--- config.mk ---
export PLATFORM = sky130hd
export DESIGN_NAME = seq_booth_mul_flat
export DESIGN_NICKNAME = d
export VERILOG_FILES = /design/src/rtl/seq_booth_mul_if.sv /design/src/rtl/seq_booth_mul.sv /design/src/flat_wrapper.sv
export SDC_FILE = /design/constraint.sdc
export NUM_CORES = 1
export LEC_CHECK = 0
export ABC_AREA = 1
export BUFFER_PORTS_ARGS = -buffer_cell sky130_fd_sc_hd__buf_2
export CORE_MARGIN = 3
export CORE_UTILIZATION = 43
export CTS_CLUSTER_DIAMETER = 100
export CTS_CLUSTER_SIZE = 12
export DETAILED_ROUTE_END_ITERATION = 10
export MAX_ROUTING_LAYER = met4
export PLACE_DENSITY = 0.69
export SYNTH_ARGS = -nofsm -noshare
export SYNTH_HDL_FRONTEND = slang
export SYNTH_SLANG_ARGS = --single-unit
--- constraint.sdc ---
create_clock -name clk -period 2.9 [get_ports clk]
set_clock_uncertainty 0.15 [all_clocks]
set_input_delay 0.29 -clock clk [delete_from_list [all_inputs] [get_ports clk]]
set_output_delay 0.29 -clock clk [all_outputs]
set_load 0.02 [all_outputs]
--- src/rtl/seq_booth_mul_if.sv ---
// Handshake and operand/result bundle for the sequential Booth multiplier.
// The master side issues requests; the slave side (the multiplier) answers them.
interface seq_booth_mul_if #(
  parameter int WIDTH = 6
);
  logic               start;
  logic               signed_mode;
  logic [WIDTH-1:0]   a;
  logic [WIDTH-1:0]   b;
  logic               busy;
  logic               done;
  logic [2*WIDTH-1:0] out;

  modport master (
    output start, signed_mode, a, b,
    input  busy, done, out
  );

  modport slave (
    input  start, signed_mode, a, b,
    output busy, done, out
  );
endinterface

--- src/rtl/seq_booth_mul.sv ---
// Multi-cycle radix-2 Booth multiplier: WIDTH+1 add/shift steps per product,
// runtime signed/unsigned operands, start/done handshake, registered result.
module seq_booth_mul #(
  parameter int WIDTH = 6
) (
  input  logic           clk,
  input  logic           rst,
  seq_booth_mul_if.slave bus
);

  localparam int CNT_W = $clog2(WIDTH + 2);

  typedef enum logic [1:0] {IDLE, CALC, DONE} state_t;

  state_t             state_q, state_d;
  logic [WIDTH+1:0]   acc;      // A: partial product with one guard bit
  logic [WIDTH+1:0]   mcand;    // M: extended multiplicand
  logic [WIDTH:0]     q;        // Q: extended multiplier, shifted out step by step
  logic               q_m1;     // Booth bit q(-1)
  logic [CNT_W-1:0]   cnt;
  logic [2*WIDTH-1:0] out_q;

  logic               last_step;
  logic               accept;
  logic [WIDTH+1:0]   a_sum;
  logic [WIDTH+1:0]   acc_n;
  logic [WIDTH:0]     q_n;
  logic               a_ext;
  logic               b_ext;

  assign last_step = (cnt == CNT_W'(WIDTH));
  assign accept    = bus.start && (state_q != CALC);
  assign a_ext     = bus.signed_mode & bus.a[WIDTH-1];
  assign b_ext     = bus.signed_mode & bus.b[WIDTH-1];

  // One Booth step: conditional add/subtract, then arithmetic shift of {A,Q,q(-1)}.
  // NOTE: every always_comb output gets a default first so no path infers a latch.
  always_comb begin
    a_sum = acc;
    unique case ({q[0], q_m1})
      2'b01:   a_sum = acc + mcand;
      2'b10:   a_sum = acc - mcand;
      default: a_sum = acc;
    endcase
    acc_n = {a_sum[WIDTH+1], a_sum[WIDTH+1:1]};
    q_n   = {a_sum[0], q[WIDTH:1]};
  end

  // NOTE: clocked state uses non-blocking assignments so every register samples
  // pre-edge values regardless of statement order.
  always_ff @(posedge clk or posedge rst) begin
    if (rst) state_q <= IDLE;
    else     state_q <= state_d;
  end

  always_comb begin
    state_d = state_q;
    unique case (state_q)
      IDLE:    if (bus.start) state_d = CALC;
      CALC:    if (last_step) state_d = DONE;
      DONE:    state_d = bus.start ? CALC : IDLE;
      default: state_d = IDLE;
    endcase
  end

  always_comb begin
    bus.busy = (state_q == CALC);
    bus.done = (state_q == DONE);
    bus.out  = out_q;
  end

  always_ff @(posedge clk or posedge rst) begin
    if (rst) begin
      acc   <= '0;
      mcand <= '0;
      q     <= '0;
      q_m1  <= 1'b0;
      cnt   <= '0;
      out_q <= '0;
    end else if (accept) begin
      acc   <= '0;
      mcand <= {{2{a_ext}}, bus.a};
      q     <= {b_ext, bus.b};
      q_m1  <= 1'b0;
      cnt   <= '0;
    end else if (state_q == CALC) begin
      acc  <= acc_n;
      q    <= q_n;
      q_m1 <= q[0];
      cnt  <= cnt + 1'b1;
      // Low 2*WIDTH bits of the product as it stands after this final shift.
      if (last_step) out_q <= {acc_n[WIDTH-2:0], q_n};
    end
  end

endmodule

--- src/flat_wrapper.sv ---
// flat-port wrapper written by rule: the top's interface ports become plain ports
module seq_booth_mul_flat 
#(
  parameter int WIDTH = 6
)
  (clk, rst, bus_start, bus_signed_mode, bus_a, bus_b, bus_busy, bus_done, bus_out);
  seq_booth_mul_if #(.WIDTH(WIDTH)) bus_i ();
  input  logic clk;
  input  logic rst;
  input wire logic [$bits(bus_i.start)-1:0] bus_start;
  input wire logic [$bits(bus_i.signed_mode)-1:0] bus_signed_mode;
  input wire logic [$bits(bus_i.a)-1:0] bus_a;
  input wire logic [$bits(bus_i.b)-1:0] bus_b;
  output wire logic [$bits(bus_i.busy)-1:0] bus_busy;
  output wire logic [$bits(bus_i.done)-1:0] bus_done;
  output wire logic [$bits(bus_i.out)-1:0] bus_out;
  assign bus_i.start = bus_start;
  assign bus_i.signed_mode = bus_signed_mode;
  assign bus_i.a = bus_a;
  assign bus_i.b = bus_b;
  assign bus_busy = bus_i.busy;
  assign bus_done = bus_i.done;
  assign bus_out = bus_i.out;
  seq_booth_mul #(.WIDTH(WIDTH)) u_core (.clk(clk), .rst(rst), .bus(bus_i));
endmodule
==> results.txt, run 1 <==
* Result of the run: finished clean
- Of the cells placed in the final design, the portion with a size suffix greater than 1 is 0.174.
- Wire length per cell after detailed routing: 12.4 µm
- Entering global routing, the biggest net connects 40 pins.
- In this design, the stage delay of the slowest critical-path cell is 0.37 ns.
- TritonCTS created 5 clock buffers.
- After clock tree synthesis, the clock-pin slew on the worst setup and hold paths is 0.08 ns.
- Among all stages on the critical path, the largest delay is contributed by dfrtp_1.
* Startpoint class of the critical path: flip-flop
- CTS HTree Levels: 2
- Largest area contributor in the synthesized netlist: dfrtp_1
- The detail route stage leaves a number of antenna-violating nets equal to 0.
- FF/Latch Area: 976 µm²
* Overall routing resource usage: 0.171
* Routability congestion estimate: 0.929
- For this run, the number of Yosys warnings is 0.
* Floorplan core area: 4820 µm²
- Area after DPL: 2370 µm²
- Most common cell after layout, fill and taps aside: nand2_1
- Die area: 5970 µm²
- Master cell of the clock root buffer: clkbuf_8
- From synthesis to final layout, the design area changed by 13.3%.
- Setup repair after global routing left no endpoint under its margin.
- Worst min-delay path category: in2reg
* Initial antenna violation count: 0
- Fill cells: 473
- Sequential element share of the synthesized area: 0.447
- Counting flops and latches in the post-synthesis netlist gives 39.
- Each instance of the synthesized netlist takes up on average 8.14 µm².
- IO Count: 30
- Cell area after technology mapping: 2180 µm²
- The finished cells cover 2470 µm².
- Counting every net in the synthesized netlist gives 296.
- Final Hold Viols: 0
- The number of global-route vias before repair was 1649.
- CP Cell Sequence: inv_1 -> ha_1 -> nor2_1 -> a21oi_1 -> xnor2_1 -> inv_1 -> ha_1 -> inv_1 -> nor3_1 -> nand2_1 -> nand3_1 -> nand3_1 -> nand3_1 -> nand2_1
- Total number of placement rows: 25
- Number of design-rule violations left by the first detailed-router iteration: 114
* Setup TNS after final layout: 0 ns
* Routed WL: 4.52 mm
* Wire length of the first global-routing pass: 7.86 mm
- Via count: 1776
- In this run the tightest slew margin relative to its limit is 0.487.
- Endpoint kind of the worst setup timing path: flip-flop
- Counting both buffers and inverters, the worst setup path holds a total of 3.
- The floorplan step set the die height to 77.2 µm.
* Effective utilization at floorplan: 0.453
* Worst path required time: 2.93 ns
- The critical path is of the reg2reg type.
- Die width: 77.2 µm
* Number of inserted diodes: 0
- Number of detailed-route iterations in the first pass: 4
- Sorting the synthesized cells by area gives the leading types as dfrtp_1 45%, nand2_1 15%, inv_1 6.4%, ha_1 6.3%, nand3_1 3.9%.
- In this run the tool buffered the top-level ports with 29 buffer cells.
- Using the TritonRoute via totals, the vias-per-cell ratio works out to 4.85.
* CTS tree: yes
* Final Cycle Share: 0.887
* Final layout net count: 327
- Worst endpoint data arrival time: 2.60 ns
* Instance count of the mapped netlist: 268
- Summing all multi-input logic gate instances after layout gives 998 µm².
* Drc violations: 0
* Clock net sink count: 39
- GRT Residual Overflow: 0
- Worst-skew pair later-pin latency: 0.29 ns
- Largest delay share family, worst path: simple AND/OR/NAND/NOR gates
- Fin crit period: 2.57 ns
- Static timing analysis puts the maximum clock frequency at 0.389 GHz.
- Transition time at the pin with the least slew margin: 0.768 ns
- Count of instances resized after the clock tree is built: 0
- Final setup violating endpoints: 0
- Synth top area share: 0.447
- The number of slew-limit violations in the final report came to 0.
- Biggest fanout along the worst timing path: 8
- Detailed placement ended at an HPWL of 3.40 mm.
- The synthesized netlist contains 33 unique library cells.
- No sink is reached through more buffers than the 2 on the longest clock path.
- Across the run, the number of max-cap violations was 0.
* Setup slack of the most critical reg-to-reg path: 0.33 ns
- Highest-count cells in the layout ignoring fill and taps: 86 x nand2_1, 39 x dfrtp_1, 37 x inv_1
==> worst min-delay path, stage by stage <==
cell and delay (ns):
buf_2 0.07, nand2_1 0.04, o21ai_0 0.05
==> state kept, by name (all words and copies together) (netlist names) <==
| signal | count |
|---|---|
| u_core.mcand | 7 |
| u_core.bus.out | 12 |
| u_core.q_m1 | 1 |
| u_core.q | 7 |
| u_core.acc | 7 |
| u_core.state_q | 2 |
| u_core.cnt | 3 |
==> timing repair <==
item	4_1_cts	5_1_grt
hold buffers	1	0
hold endpoints to repair	39	0
setup buffers	0	0
==> path summary, 6_finish.rpt <==
check / depth (start not counted) / endpoint / from
hold reg to reg: 2 / u_core.bus.out[10] / u_core.bus.out[10]
min in group asynchronous: 4 / u_core.bus.out[2] / rst
setup / recovery: 14 / u_core.acc[6] / u_core.q_m1
max in group asynchronous: 4 / u_core.acc[5] / rst
hold / removal: 3 / u_core.mcand[3] / bus_a[3]
setup reg to reg: 14 / u_core.acc[6] / u_core.q_m1
==> routing by layer <==
layer,share of wire,vias to the layer above,GRT usage,wire length [µm]
li1,-,918,-,-
met1,0.50,805,0.224,2240
met2,0.44,47,0.260,2010
met3,0.044,6,0.0399,198
met4,0.015,0,0.0587,70
met5,0,-,-,0
==> logic make-up (layout without fill, tap and decap cells) <==
logic type,Yosys count,count (layout),share of synthesized area
compound gates,44,44,0.130
xor+xnor,5,5,0.0201
fa+ha+maj,12,12,0.0722
buf+inv,47,78,0.0952
flops,39,39,0.447
simple gates,121,121,0.235
==> cells in the mapped netlist, drive strengths merged <==
cell and instances:
a21oi 8, a22oi 1, a31oi 1, buf 6, clkbuf 1, dfrtp 39
fa 1, ha 11, inv 40, nand2 87, nand3 17, nand3b 1
nand4 2, nor2 12, nor3 1, o211ai 1, o21ai 24, o221ai 6
o22ai 3, or2 1, xnor2 2, xor2 3
==> cell type report <==
type,count,area share
clock buffer,6,0.0334
clock inverter,1,0.00354
inverter,40,0.0648
multi-input combinational,182,0.404
sequential,39,0.395
tap,67,0.0339
timing repair buffer,31,0.0658
==> per-stage QoR <==
step	instances	hold WS (ns)	utilization	setup WS, ns
after detailed placement	358	0.306	0.492	0.349
after global placement	358	0.285	0.492	0.369
after floorplan	268	0.257	-	0.584
final	366	0.0528	0.513	0.328
after global routing	366	0.0399	0.513	0.117
after CTS	366	0.0389	0.513	0.341
Power of run 1 is not shown: default switching activity piles up to over one toggle a cycle in this logic, so the estimate is an artifact.
==> run 2, diff against run 1 <==
--- a/config.mk
+++ b/config.mk
@@ -7,7 +7,7 @@
 export LEC_CHECK = 0
 export ABC_AREA = 1
 export BUFFER_PORTS_ARGS = -buffer_cell sky130_fd_sc_hd__buf_2
-export CORE_MARGIN = 3
+export CORE_MARGIN = 2
 export CORE_UTILIZATION = 43
 export CTS_CLUSTER_DIAMETER = 100
 export CTS_CLUSTER_SIZE = 12
==> results.txt, run 2 (synthesized netlist as in run 1, its figures left out) <==
- Subtracting the final worst setup slack from the clock period gives 2.52 ns.
- Setup repair after global routing missed its margin: false
* Worst min-delay path category: in2reg
- Number of routed nets with antenna violations: 0
- CTS saw 39 sinks.
- Measured along the x axis, the die boundary spans 75.2 µm.
* CTS clk-pin slew, worst paths: 0.08 ns
- Of the available clock period, the critical path in the final layout requires 0.869.
* Max-capacitance violation count: 0
- Die area: 5660 µm²
* Startpoint class of the critical path: flip-flop
- CTS HTree Levels: 2
* Floorplan core area: 4820 µm²
* Layout cell share with drive strength beyond 1: 0.180
- Worst endpoint data arrival time: 2.56 ns
- Drc violations: 0
- Before antenna repair, the detailed router went through 4 iterations.
- By startpoint and endpoint, the worst setup path is classified as reg2reg.
* IO Count: 30
- Across every metal layer, demand over resource in global routing totals 0.185.
- The flow ran to the end, and the final reports show no timing, DRC or antenna violations.
* Setup slack of the most critical reg-to-reg path: 0.38 ns
- Timing analysis after detailed placement gives a worst setup slack of 0.337 ns.
- The initial utilization of the core area, before any placement, comes to 0.453.
- The register with the most flip-flops in the layout has 12 of them.
* Routability congestion estimate: 0.960
- The die is 75.2 µm tall.
- For this run, the top clock speed supported by timing is 0.397 GHz.
- Setup violations remaining at the end of the flow were counted as 0.
- The number of slew-limit violations in the final report came to 0.
- Of all nets on the critical path, the largest fanout is 8.
* Number of buffer cells added on primary ports: 29
- Buffers from clock root to sink, at most: 2
* Most common cell after layout, fill and taps aside: nand2_1
* Setup TNS after final layout: 0 ns
- Detail-routed via count per cell: 4.74
- Initial antenna violation count: 0
- In this run, the number of DRC markers left after iteration 0 of detailed routing was 72.
* Via count: 1739
- In this run the core area contains 25 standard-cell rows.
- Maximum number of pins on one net before global-route repair: 40
- Fill cells: 475
* Wire length of the first global-routing pass: 7.59 mm
* Highest-count cells in the layout ignoring fill and taps: 86 x nand2_1, 39 x dfrtp_1, 37 x inv_1
- Master cell of the clock root buffer: clkbuf_8
* Worst-skew pair later-pin latency: 0.29 ns
- The final-report hold violation count was 0.
- In the final routed layout, each cell accounts on average for 11.9 µm.
* Total half-perimeter wirelength after legalization and detailed placement: 3.30 mm
- In this run the tightest slew margin relative to its limit is 0.503.
- Relative to the synthesized area, the layout overhead comes to 13.8%.
- Via count of the first global-routing pass: 1633
- Number of buffers created by CTS: 5
- Worst path required time: 2.94 ns
- For this run the aggregate overflow at the end of global routing stands at 0.
- Final WS setup: 0.380 ns
- Number of inserted diodes: 0
* Endpoint kind of the worst setup timing path: flip-flop
- Transition time at the pin with the least slew margin: 0.745 ns
- Routed WL: 4.38 mm
- The final layout contains 327 nets.
- TritonCTS built the clock tree.
run 2: stage by stage:
stage               cells  cell area (µm²)   util  hold WS (ns)
floorplan             268             2180      -         0.257
global placement      358             2370  0.492         0.282
detailed placement    358             2370  0.492         0.290
CTS                   367             2480  0.514        0.0492
global route          367             2480  0.515        0.0499
finish                367             2480  0.515        0.0543
run 2: worst paths after layout:
path	startpoint	end	cells past startpoint
worst max-delay path	u_core.q_m1	u_core.acc[6]	14
worst min-delay path	bus_b[3]	u_core.q[3]	3
worst max register to register	u_core.q_m1	u_core.acc[6]	14
worst min register to register	u_core.bus.out[9]	u_core.bus.out[9]	2
max in group asynchronous	rst	u_core.mcand[5]	4
min in group asynchronous	rst	u_core.bus.out[3]	4
run 2: cell type report:
type,count,area [µm²],share of cell area
Inverter,40,160,0.0645
Sequential cell,39,976,0.393
Tap cell,67,83.8,0.0338
Multi-Input combinational cell,182,1000,0.404
Timing Repair Buffer,31,163,0.0655
Clock inverter,2,13.8,0.00554
Clock buffer,6,82.6,0.0333
run 2: critical path: stages, from the launching register on:
cell and delay, ns:
dfrtp_1 0.36, inv_1 0.07, ha_1 0.31, inv_1 0.13, a21oi_1 0.17, xnor2_1 0.14, inv_1 0.06, ha_1 0.36
inv_1 0.09, nor3_2 0.22, nand2_1 0.08, nand3_1 0.08, nand3_1 0.08, nand3_1 0.07, nand2_1 0.05
run 2: repair_timing:
action | 4_1_cts | 5_1_grt
resized for setup | 0 | 1
setup buffers | 0 | 0
hold buffers | 1 | 0
endpoints found under the setup margin | 0 | 1
hold endpoints to repair | 39 | 0
run 2: metal layers:
layer,vias to the layer above,GRT usage,part of all wire
met2,32,0.283,0.45
met1,779,0.243,0.50
met4,0,0.0643,0.020
li1,919,-,-
met3,9,0.0428,0.034
met5,-,-,0
Power of run 2 is left out for the same reason.
==> run 3, diff against run 2 <==
--- a/config.mk
+++ b/config.mk
@@ -7,7 +7,7 @@
 export LEC_CHECK = 0
 export ABC_AREA = 1
 export BUFFER_PORTS_ARGS = -buffer_cell sky130_fd_sc_hd__buf_2
-export CORE_MARGIN = 2
+export CORE_ASPECT_RATIO = 0.9
 export CORE_UTILIZATION = 43
 export CTS_CLUSTER_DIAMETER = 100
 export CTS_CLUSTER_SIZE = 12
==> results.txt, run 3 (synthesized netlist as in run 1, its figures left out) <==
* Final Hold Viols: 0
- For this run the aggregate overflow at the end of global routing stands at 0.
- Via count of the first global-routing pass: 1633
- Setup violations remaining at the end of the flow were counted as 0.
* Die extent in y: 69.6 µm
* Met3 WL: 165 µm
- Buffers placed on the I/O ports in this run total 29.
* Die area: 5360 µm²
* Count of instances resized after the clock tree is built: 0
* Slew Viols, Final: 0
* Wire length of the first global-routing pass: 7.65 mm
- CTS HTree Levels: 2
- Number of buffers created by CTS: 5
- Master cell of the clock root buffer: clkbuf_8
* Maximum number of pins on one net before global-route repair: 40
- Drc violations: 0
* Endpoint kind of the worst setup timing path: flip-flop
- Of the cells placed in the final design, the portion with a size suffix greater than 1 is 0.177.
- Detail-routed via count per cell: 4.87
- Fill cells in the final layout number 487.
- The worst path in the final design needs a cycle of 2.53 ns, including I/O delays and setup.
- In the global route stage, overall resource usage came out at 0.193.
- Number of inserted diodes: 0
* Result of the run: finished clean
* Number of detailed-route iterations in the first pass: 4
- Setup TNS after final layout: 0 ns
- The worst setup path is launched from a flip-flop.
- Max-capacitance violation count: 0
* Category of the most critical setup path: reg2reg
- Summed over all nets, wire length on met2 after detailed routing comes to 2.12 mm.
* Critical hold path startpoint: bus_a[3]
- Effective utilization at floorplan: 0.449
- Worst Hold Depth: 3
- In the layout the commonest cells are 86 x nand2_1, 39 x dfrtp_1, 37 x inv_1.
- The routed design has 4.57 mm of wire.
- At the worst endpoint, the arrival time is 2.59 ns.
- Worst relative slew slack: 0.482
- Along the worst path, the maximum fanout reaches 8.
- Transition time at the pin with the least slew margin: 0.776 ns
- Number of routed nets with antenna violations: 0
* Buffers from clock root to sink, at most: 2
- Clock net sink count: 39
* Worst min-delay path category: in2reg
- The initialized floorplan defines 24 standard-cell rows.
* Terminating pin of the worst hold path: u_core.mcand[3]
* Worst flop-to-flop path endpoint: u_core.acc[6]
* CTS tree: yes
- Total half-perimeter wirelength after legalization and detailed placement: 3.41 mm
- Signal routing reaches up to met4.
- The startpoint identified for the worst register-to-register timing path is u_core.q_m1.
- Final layout net count: 327
- Worst-skew pair later-pin latency: 0.30 ns
- Initial antenna violation count: 0
- Measured in cells, the most critical reg-to-reg path has a length of 14.
- Relative to the synthesized area, the layout overhead comes to 15.4%.
- Met1 wire length: 2.21 mm
* Routability congestion estimate: 0.883
* CTS clk-pin slew, worst paths: 0.09 ns
* Setup repair after global routing missed its margin: false
- Die width: 77.1 µm
* Setup slack of the most critical reg-to-reg path: 0.37 ns
* Most common cell after layout, fill and taps aside: nand2_1
- Floorplan core area: 4860 µm²
- In the final routed layout, each cell accounts on average for 12.5 µm.
- For this run, the top clock speed supported by timing is 0.395 GHz.
- Final Cycle Share: 0.873
* Number of setup buffers added after CTS: 0
- Via count: 1777
- The register with the most flip-flops in the layout has 12 of them.
- In this run the count of I/O pins placed on the die edge is 30.
* Worst path required time: 2.95 ns
- Number of design-rule violations left by the first detailed-router iteration: 148
run 3: cell types whose count changed in the layout (fill, tap and decap cells not counted):
cell,before,now
bufinv_16,0,2
clkbuf_8,6,5
clkinv_2,1,0
inv_6,1,0
inv_8,1,2
nor3_1,0,1
nor3_2,1,0
run 3: metal layers:
layer  GRT usage  vias to the layer above
met2       0.293                       27
li1            -                      921
met4      0.0734                        0
met1       0.251                      821
met3      0.0461                        8
met5           -                        -
run 3: worst max path at each step:
stage | start | end
after CTS | u_core.q_m1 | u_core.acc[6]
after floorplan | u_core.q_m1 | u_core.acc[6]
after global routing | u_core.q_m1 | u_core.acc[6]
after detailed placement | u_core.q_m1 | u_core.acc[6]
after global placement | u_core.q_m1 | u_core.acc[6]
final | u_core.q_m1 | u_core.acc[6]
run 3: what timing repair did:
| action | CTS | global route |
|---|---|---|
| hold buffers | 1 | 0 |
| endpoints found under the setup margin | 0 | 0 |
| endpoints found under the hold margin | 39 | 0 |
run 3: layout make-up:
type / instances / area, µm² / share of cell area
multi-input combinational: 182 / 998 / 0.396
sequential: 39 / 976 / 0.387
timing repair buffer: 31 / 163 / 0.0646
inverter: 40 / 160 / 0.0636
tap: 65 / 81.3 / 0.0323
clock inverter: 3 / 71.3 / 0.0283
clock buffer: 5 / 68.8 / 0.0273
run 3: metrics by stage:
stage / setup WS [ns] / instances / util / area [µm²] / hold slack [ns]
global route: 0.132 / 365 / 0.518 / 2520 / 0.0431
CTS: 0.367 / 365 / 0.518 / 2520 / 0.0355
detailed placement: 0.373 / 356 / 0.487 / 2370 / 0.285
global placement: 0.396 / 356 / 0.487 / 2370 / 0.285
floorplan: 0.584 / 268 / - / 2180 / 0.257
finish: 0.367 / 365 / 0.518 / 2520 / 0.0442
run 3: worst max-delay path, stage by stage, from the launching register on:
cell and delay, ns:
dfrtp_1 0.36, inv_1 0.07, ha_1 0.30, inv_1 0.11, a21oi_1 0.19, xnor2_1 0.13, inv_1 0.06, ha_1 0.36
inv_1 0.08, nor3_1 0.29, nand2_1 0.09, nand3_1 0.07, nand3_1 0.07, nand3_1 0.06, nand2_1 0.05
Power of run 3 is left out for the same reason.
